===== config.mk =====
export PLATFORM = sky130hd
export DESIGN_NAME = pc_fetch_flat
export DESIGN_NICKNAME = d
export VERILOG_FILES = /design/src/rtl/pc_fetch_pkg.sv /design/src/rtl/pc_fetch_if.sv /design/src/rtl/pc_next_sel.sv /design/src/rtl/pc_fetch.sv /design/src/flat_wrapper.sv
export SDC_FILE = /design/constraint.sdc
export NUM_CORES = 1
export LEC_CHECK = 0
export BUFFER_PORTS_ARGS = -buffer_cell sky130_fd_sc_hd__buf_2
export CORE_ASPECT_RATIO = 0.75
export CORE_MARGIN = 3
export CORE_UTILIZATION = 37
export CTS_BUF_LIST = sky130_fd_sc_hd__clkbuf_4
export CTS_CLUSTER_SIZE = 12
export DETAILED_ROUTE_END_ITERATION = 10
export GPL_TIMING_DRIVEN = 0
export HOLD_SLACK_MARGIN = 0.12
export PLACE_DENSITY = 0.61
export SYNTH_ARGS = -nofsm -noshare
export SYNTH_HDL_FRONTEND = slang
export SYNTH_HIERARCHICAL = 1
export SYNTH_SLANG_ARGS = --single-unit

===== constraint.sdc =====
create_clock -name clk -period 6.9 [get_ports clk]
set_input_delay 0.69 -clock clk [delete_from_list [all_inputs] [get_ports clk]]
set_output_delay 0.69 -clock clk [all_outputs]
set_load 0.01 [all_outputs]

===== src/rtl/pc_fetch_pkg.sv =====
// pc_fetch_pkg: shared types and constants for the fetch stage.
// Provides fetch FSM state enum, instruction width, NOP and vectors.
package pc_fetch_pkg;

  localparam int INST_W = 32;

  localparam logic [INST_W-1:0] NOP = 32'h0000_0013;
  localparam logic [INST_W-1:0] RESET_PC_DEF = 32'h0000_0000;
  localparam logic [INST_W-1:0] TRAP_VEC_DEF = 32'h0000_0100;

  typedef enum logic [1:0] {
    REQ,
    WAIT,
    HOLD
  } state_t;

endpackage


===== src/rtl/pc_fetch_if.sv =====
// pc_fetch_if: imem request/response and decode/retire bundle.
// master = fetch stage, slave = memory plus execute side.
interface pc_fetch_if;
  import pc_fetch_pkg::*;

  logic              imem_req_valid;
  logic              imem_req_ready;
  logic [INST_W-1:0] imem_addr;
  logic              imem_rsp_valid;
  logic [INST_W-1:0] imem_rsp_data;
  logic              inst_valid;
  logic              inst_ready;
  logic [INST_W-1:0] inst;
  logic [INST_W-1:0] inst_pc;
  logic [INST_W-1:0] pc_plus4;
  logic              next_pc_src;
  logic [INST_W-1:0] target;
  logic              trap_misaligned;
  logic [INST_W-1:0] trap_addr;

  modport master (
    output imem_req_valid,
    output imem_addr,
    input  imem_req_ready,
    input  imem_rsp_valid,
    input  imem_rsp_data,
    output inst_valid,
    output inst,
    output inst_pc,
    output pc_plus4,
    input  inst_ready,
    input  next_pc_src,
    input  target,
    output trap_misaligned,
    output trap_addr
  );

  modport slave (
    input  imem_req_valid,
    input  imem_addr,
    output imem_req_ready,
    output imem_rsp_valid,
    output imem_rsp_data,
    input  inst_valid,
    input  inst,
    input  inst_pc,
    input  pc_plus4,
    output inst_ready,
    output next_pc_src,
    output target,
    input  trap_misaligned,
    input  trap_addr
  );

endinterface


===== src/rtl/pc_next_sel.sv =====
// pc_next_sel: combinational next-PC select for a retiring instruction.
// In: inst_pc, next_pc_src, target. Out: next_pc, misaligned.
module pc_next_sel
  import pc_fetch_pkg::*;
#(
  parameter logic [INST_W-1:0] TRAP_VEC = TRAP_VEC_DEF
) (
  input  logic [INST_W-1:0] inst_pc,
  input  logic              next_pc_src,
  input  logic [INST_W-1:0] target,
  output logic [INST_W-1:0] next_pc,
  output logic              misaligned
);

  logic [INST_W-1:0] seq_pc;

  // wraps modulo 2^32 by width
  assign seq_pc = inst_pc + 32'd4;

  assign misaligned = next_pc_src &&
                      (target[1:0] != 2'b00);

  always_comb begin
    next_pc = seq_pc;
    unique case (1'b1)
      !next_pc_src: next_pc = seq_pc;
      misaligned:   next_pc = TRAP_VEC;
      default:      next_pc = target;
    endcase
  end

endmodule


===== src/rtl/pc_fetch.sv =====
// pc_fetch: PC register and single-outstanding instruction fetch FSM.
// Ports: clk, rst_n (async low), bus (pc_fetch_if.master).
module pc_fetch
  import pc_fetch_pkg::*;
#(
  parameter logic [INST_W-1:0] RESET_PC = RESET_PC_DEF,
  parameter logic [INST_W-1:0] TRAP_VEC = TRAP_VEC_DEF
) (
  input  logic         clk,
  input  logic         rst_n,
  pc_fetch_if.master   bus
);

  state_t            state_q;
  state_t            state_d;
  logic [INST_W-1:0] pc_q;
  logic [INST_W-1:0] inst_q;
  logic [INST_W-1:0] trap_addr_q;
  logic              trap_q;
  logic [INST_W-1:0] next_pc;
  logic              misaligned;
  logic              rsp_take;
  logic              retire;

  pc_next_sel #(
    .TRAP_VEC (TRAP_VEC)
  ) u_next_sel (
    .inst_pc     (pc_q),
    .next_pc_src (bus.next_pc_src),
    .target      (bus.target),
    .next_pc     (next_pc),
    .misaligned  (misaligned)
  );

  always_comb begin
    state_d  = state_q;
    rsp_take = 1'b0;
    retire   = 1'b0;
    unique case (1'b1)
      (state_q == REQ): begin
        if (bus.imem_req_ready) state_d = WAIT;
      end
      (state_q == WAIT): begin
        if (bus.imem_rsp_valid) begin
          rsp_take = 1'b1;
          state_d  = HOLD;
        end
      end
      (state_q == HOLD): begin
        if (bus.inst_ready) begin
          retire  = 1'b1;
          state_d = REQ;
        end
      end
      default: state_d = REQ;
    endcase
  end

  always_ff @(posedge clk or negedge rst_n) begin
    if (!rst_n) begin
      state_q     <= REQ;
      pc_q        <= RESET_PC;
      inst_q      <= NOP;
      trap_q      <= 1'b0;
      trap_addr_q <= '0;
    end else begin
      state_q <= state_d;
      trap_q  <= retire && misaligned;
      if (rsp_take) inst_q <= bus.imem_rsp_data;
      if (retire) pc_q <= next_pc;
      if (retire && misaligned) begin
        trap_addr_q <= bus.target;
      end
    end
  end

  // PC only moves at retire, so it doubles as the
  // address of the held instruction.
  assign bus.imem_req_valid  = rst_n && (state_q == REQ);
  assign bus.imem_addr       = pc_q;
  assign bus.inst_valid      = (state_q == HOLD);
  assign bus.inst            = inst_q;
  assign bus.inst_pc         = pc_q;
  assign bus.pc_plus4        = pc_q + 32'd4;
  assign bus.trap_misaligned = trap_q;
  assign bus.trap_addr       = trap_addr_q;

endmodule


===== src/flat_wrapper.sv =====
// flat-port wrapper written by rule: the top's interface ports become plain ports
module pc_fetch_flat import pc_fetch_pkg::*;
#(
  parameter logic [INST_W-1:0] RESET_PC = RESET_PC_DEF,
  parameter logic [INST_W-1:0] TRAP_VEC = TRAP_VEC_DEF
)
  (clk, rst_n, bus_imem_req_valid, bus_imem_addr, bus_imem_req_ready, bus_imem_rsp_valid, bus_imem_rsp_data, bus_inst_valid, bus_inst, bus_inst_pc, bus_pc_plus4, bus_inst_ready, bus_next_pc_src, bus_target, bus_trap_misaligned, bus_trap_addr);
  pc_fetch_if bus_i ();
  input  logic clk;
  input  logic rst_n;
  output wire logic [$bits(bus_i.imem_req_valid)-1:0] bus_imem_req_valid;
  output wire logic [$bits(bus_i.imem_addr)-1:0] bus_imem_addr;
  input wire logic [$bits(bus_i.imem_req_ready)-1:0] bus_imem_req_ready;
  input wire logic [$bits(bus_i.imem_rsp_valid)-1:0] bus_imem_rsp_valid;
  input wire logic [$bits(bus_i.imem_rsp_data)-1:0] bus_imem_rsp_data;
  output wire logic [$bits(bus_i.inst_valid)-1:0] bus_inst_valid;
  output wire logic [$bits(bus_i.inst)-1:0] bus_inst;
  output wire logic [$bits(bus_i.inst_pc)-1:0] bus_inst_pc;
  output wire logic [$bits(bus_i.pc_plus4)-1:0] bus_pc_plus4;
  input wire logic [$bits(bus_i.inst_ready)-1:0] bus_inst_ready;
  input wire logic [$bits(bus_i.next_pc_src)-1:0] bus_next_pc_src;
  input wire logic [$bits(bus_i.target)-1:0] bus_target;
  output wire logic [$bits(bus_i.trap_misaligned)-1:0] bus_trap_misaligned;
  output wire logic [$bits(bus_i.trap_addr)-1:0] bus_trap_addr;
  assign bus_imem_req_valid = bus_i.imem_req_valid;
  assign bus_imem_addr = bus_i.imem_addr;
  assign bus_i.imem_req_ready = bus_imem_req_ready;
  assign bus_i.imem_rsp_valid = bus_imem_rsp_valid;
  assign bus_i.imem_rsp_data = bus_imem_rsp_data;
  assign bus_inst_valid = bus_i.inst_valid;
  assign bus_inst = bus_i.inst;
  assign bus_inst_pc = bus_i.inst_pc;
  assign bus_pc_plus4 = bus_i.pc_plus4;
  assign bus_i.inst_ready = bus_inst_ready;
  assign bus_i.next_pc_src = bus_next_pc_src;
  assign bus_i.target = bus_target;
  assign bus_trap_misaligned = bus_i.trap_misaligned;
  assign bus_trap_addr = bus_i.trap_addr;
  pc_fetch #(.RESET_PC(RESET_PC), .TRAP_VEC(TRAP_VEC)) u_core (.clk(clk), .rst_n(rst_n), .bus(bus_i));
endmodule

==> impl_metrics.py <==
metrics = {
    "run_status": {
        "status": "completed",
    },
    "drt": {
        "avgViaCountPerCell": 5.05,
        "finalWirelength_um": 15900,
        "drc": 0,
        "wl_per_cell_um": 16.5,
        "dr.pass1.iters": 5,
        "vias": 4882,
        "ant_nets": 0,
        "drt-initial-drc-count": 470,
    },
    "pwr": {
        "powerDensity_nw_per_um2": 400,
        "p_total_mw": 2.87,
        "p_leak_nw": 3.63,
        "ir_drop_uv": 194,
    },
    "clocking": {
        "cts_tree": "built",
        "root_buffer": "clkbuf_4",
        "clockBufferDepth": 2,
        "h-tree-depth": 3,
        "cts_sinks": 99,
        "post_cts_buffers": 0,
        "clk_transition_reported_paths_ns": 0.15,
        "cts_buffers": 9,
        "ctsHoldBuffers": 0,
        "cts.repair.resized": 0,
        "clock_insertion_delay_worst_skew_ns": 0.46,
    },
    "sta": {
        "finalSetupTns_ns": 0,
        "rsz0062_at_grt": "false",
        "fin_crit_ns": 3.28,
        "fin_hold_ws_ns": 0.161,
        "tightest_slew_ns": 0.576,
        "fin_crit_sh_pct": 47.5,
        "hold_violations": 0,
        "fin_skew_ns": 0.0110,
        "setup_viol": 0,
        "maxSlewHeadroom_pct": 61.6,
        "max_freq_ghz": 0.305,
        "drv_slew": 0,
    },
    "yosys": {
        "synthArstFlopShare_pct": 100,
        "synth_cells": 518,
        "synth.distinct_cells": 43,
        "ys_ff_latch": 99,
        "synthesis.area_um2": 5590,
        "yosysWarnings": 6,
        "synth_edf_count": 0,
        "synth_top_area_cell": "dfrtp_1",
        "syn_nets": 590,
        "synth_ff_type": "dfrtp_1",
        "netlist_top_cells_count": "dfrtp_1 (96), mux2_2 (96), nand2_1 (43)",
        "seq_area_frac_synth_pct": 44.4,
        "syn_avg_cell_area_um2": 10.8,
        "synthTopCellsByArea": "dfrtp_1 (43%), mux2_2 (19%), xnor2_1 (5.0%)",
        "synth_top_area_share_pct": 42.9,
    },
    "grt": {
        "grt_pass1_wl_um": 25200,
        "grt_max_degree": 65,
        "track_usage_pct": 18.9,
        "gr-total-overflow": 0,
        "antenna_found_initial": 1,
        "grt_pass1_vias": 4723,
    },
    "worst_setup_path": {
        "cp_common_cell": "nand4_1",
        "path_cells": "ha_1 > nand4_1 > nor4_4 > nand4_1 > xnor2_1 > buf_2",
        "rr_endpoint": "u_core/bus.imem_addr[22]$_DFFE_PN0P_",
        "cp_max_fo": 11,
        "cp-end-kind": "output pin",
        "r2r-start": "u_core/bus.imem_addr[2]$_DFFE_PN0P_",
        "path_buf_inv": 1,
        "crit_type": "flip-flop to output pin",
        "cp_slowest_stage_delay_ns": 0.69,
        "start_kind": "flip-flop",
        "arrival_ns": 2.59,
        "crit_start": "u_core/bus.imem_addr[2]$_DFFE_PN0P_",
        "r2r_cells": 6,
        "slowest_stage": "dfrtp_1",
        "required_ns": 6.21,
        "path_delay_family": "simple AND/OR/NAND/NOR gates",
        "r2r_setup_slack_ns": 4.23,
    },
    "die": {
        "rows": 38,
        "start_util_pct": 38.2,
        "design.die.area_um2": 16600,
        "die_x_um": 148,
        "coreArea_um2": 14600,
        "ios": 233,
        "die_y_um": 112,
    },
    "final_layout": {
        "multi_input_area_um2": 2700,
        "area_growth_pct": 28.2,
        "fin_nets": 833,
        "fin_util_pct": 49.0,
        "area.sequential_um2": 2480,
        "finalNonFillerCells": 967,
        "fill_cells": 1399,
        "drive_gt1_share_pct": 52.3,
    },
    "job": {
        "drv_cap": 0,
    },
    "placed_design": {
        "placed_cells": 950,
        "gp_congestion": 0.856,
        "numPortBuffers": 231,
        "dp_hpwl_um": 12300,
    },
    "worst_hold_path": {
        "worstHoldPathType": "primary input to async pin",
    },
}
==> layout make-up <==
cell class              count  area share [%]
inverters                  18           0.942
diodes                      1          0.0349
flip-flops and latches     99            34.6
multi-input cells         345            37.6
plain buffers              56            4.87
clock buffers              10            1.05
well taps                 200            3.49
clock inverters             6           0.907
repair buffers            232            16.5
==> power by group <==
| part | switching (mW) | internal, mW | total (mW) |
|---|---|---|---|
| clock network | 0.197 | 0.116 | 0.313 |
| registers | 0.372 | 0.848 | 1.22 |
| logic | 0.610 | 0.723 | 1.33 |
==> cells by family (layout without fill, tap and decap cells) <==
logic type	after synthesis	in the layout	synth area share (%)
simple gates	168	168	17.2
flops	99	99	44.4
mux	98	98	19.7
buf+inv	74	322	7.45
xor+xnor	40	40	6.26
compound gates	37	37	4.59
fa+ha+maj	2	2	0.447
other cells	0	1	0
==> per-stage QoR <==
stage          area [µm²]  worst slack (ns)
2_1_floorplan        5590              4.45
3_3_place_gp         7000              3.38
3_5_place_dp         7030              3.98
4_1_cts              7170              3.57
5_1_grt              7170              3.36
6_report             7170              3.62
==> metal layers <==
| layer | GRT usage, % | share of wire [%] | vias up |
|---|---|---|---|
| li1 | - | - | 2302 |
| met1 | 25.1 | 43 | 2311 |
| met2 | 29.5 | 45 | 248 |
| met3 | 6.70 | 10 | 21 |
| met4 | 4.92 | 1.7 | 0 |
| met5 | 0 | 0 | - |
==> how the worst max path moves through the flow <==
stage          slack [ns]  cells after the start                              endpoint
2_1_floorplan        4.45                      5                      bus_pc_plus4[30]
3_3_place_gp         3.38                      3                    bus_imem_req_valid
3_5_place_dp         3.98                      7  u_core/bus.trap_addr[15]$_DFFE_PN0P_
4_1_cts              3.57                      6                      bus_pc_plus4[24]
5_1_grt              3.36                      6                      bus_pc_plus4[30]
6_report             3.62                      6                      bus_pc_plus4[30]
==> cell usage in the layout (no fill, tap or decap), types with 3 or more instances in the layout <==
master | Yosys | final
buf_2 | 9 | 239
dfstp_2 | 3 | 3
nor2b_1 | 4 | 4
nor4_1 | 9 | 9
nor2_1 | 24 | 24
nand3_1 | 33 | 33
nor4_4 | 3 | 3
a21oi_1 | 4 | 4
mux2_2 | 96 | 96
clkbuf_4 | 0 | 10
o21ai_0 | 15 | 15
xnor2_1 | 32 | 32
nor3_1 | 8 | 8
buf_4 | 34 | 35
a211o_1 | 3 | 3
nand2_1 | 43 | 43
a32oi_1 | 3 | 3
clkbuf_1 | 12 | 12
nand4_1 | 16 | 16
xor2_1 | 8 | 8
inv_1 | 18 | 18
a311o_1 | 5 | 5
dfrtp_1 | 96 | 96
nand4_2 | 3 | 3
and3_1 | 11 | 11
==> state kept, by name, indices dropped and copies added (netlist names) <==
register / flops
u_core/bus.imem_addr: 32
u_core/bus.inst: 32
u_core/bus.trap_addr: 32
u_core/state_q: 2
u_core/bus.trap_misaligned: 1
Power figures use the tool's default switching activity.
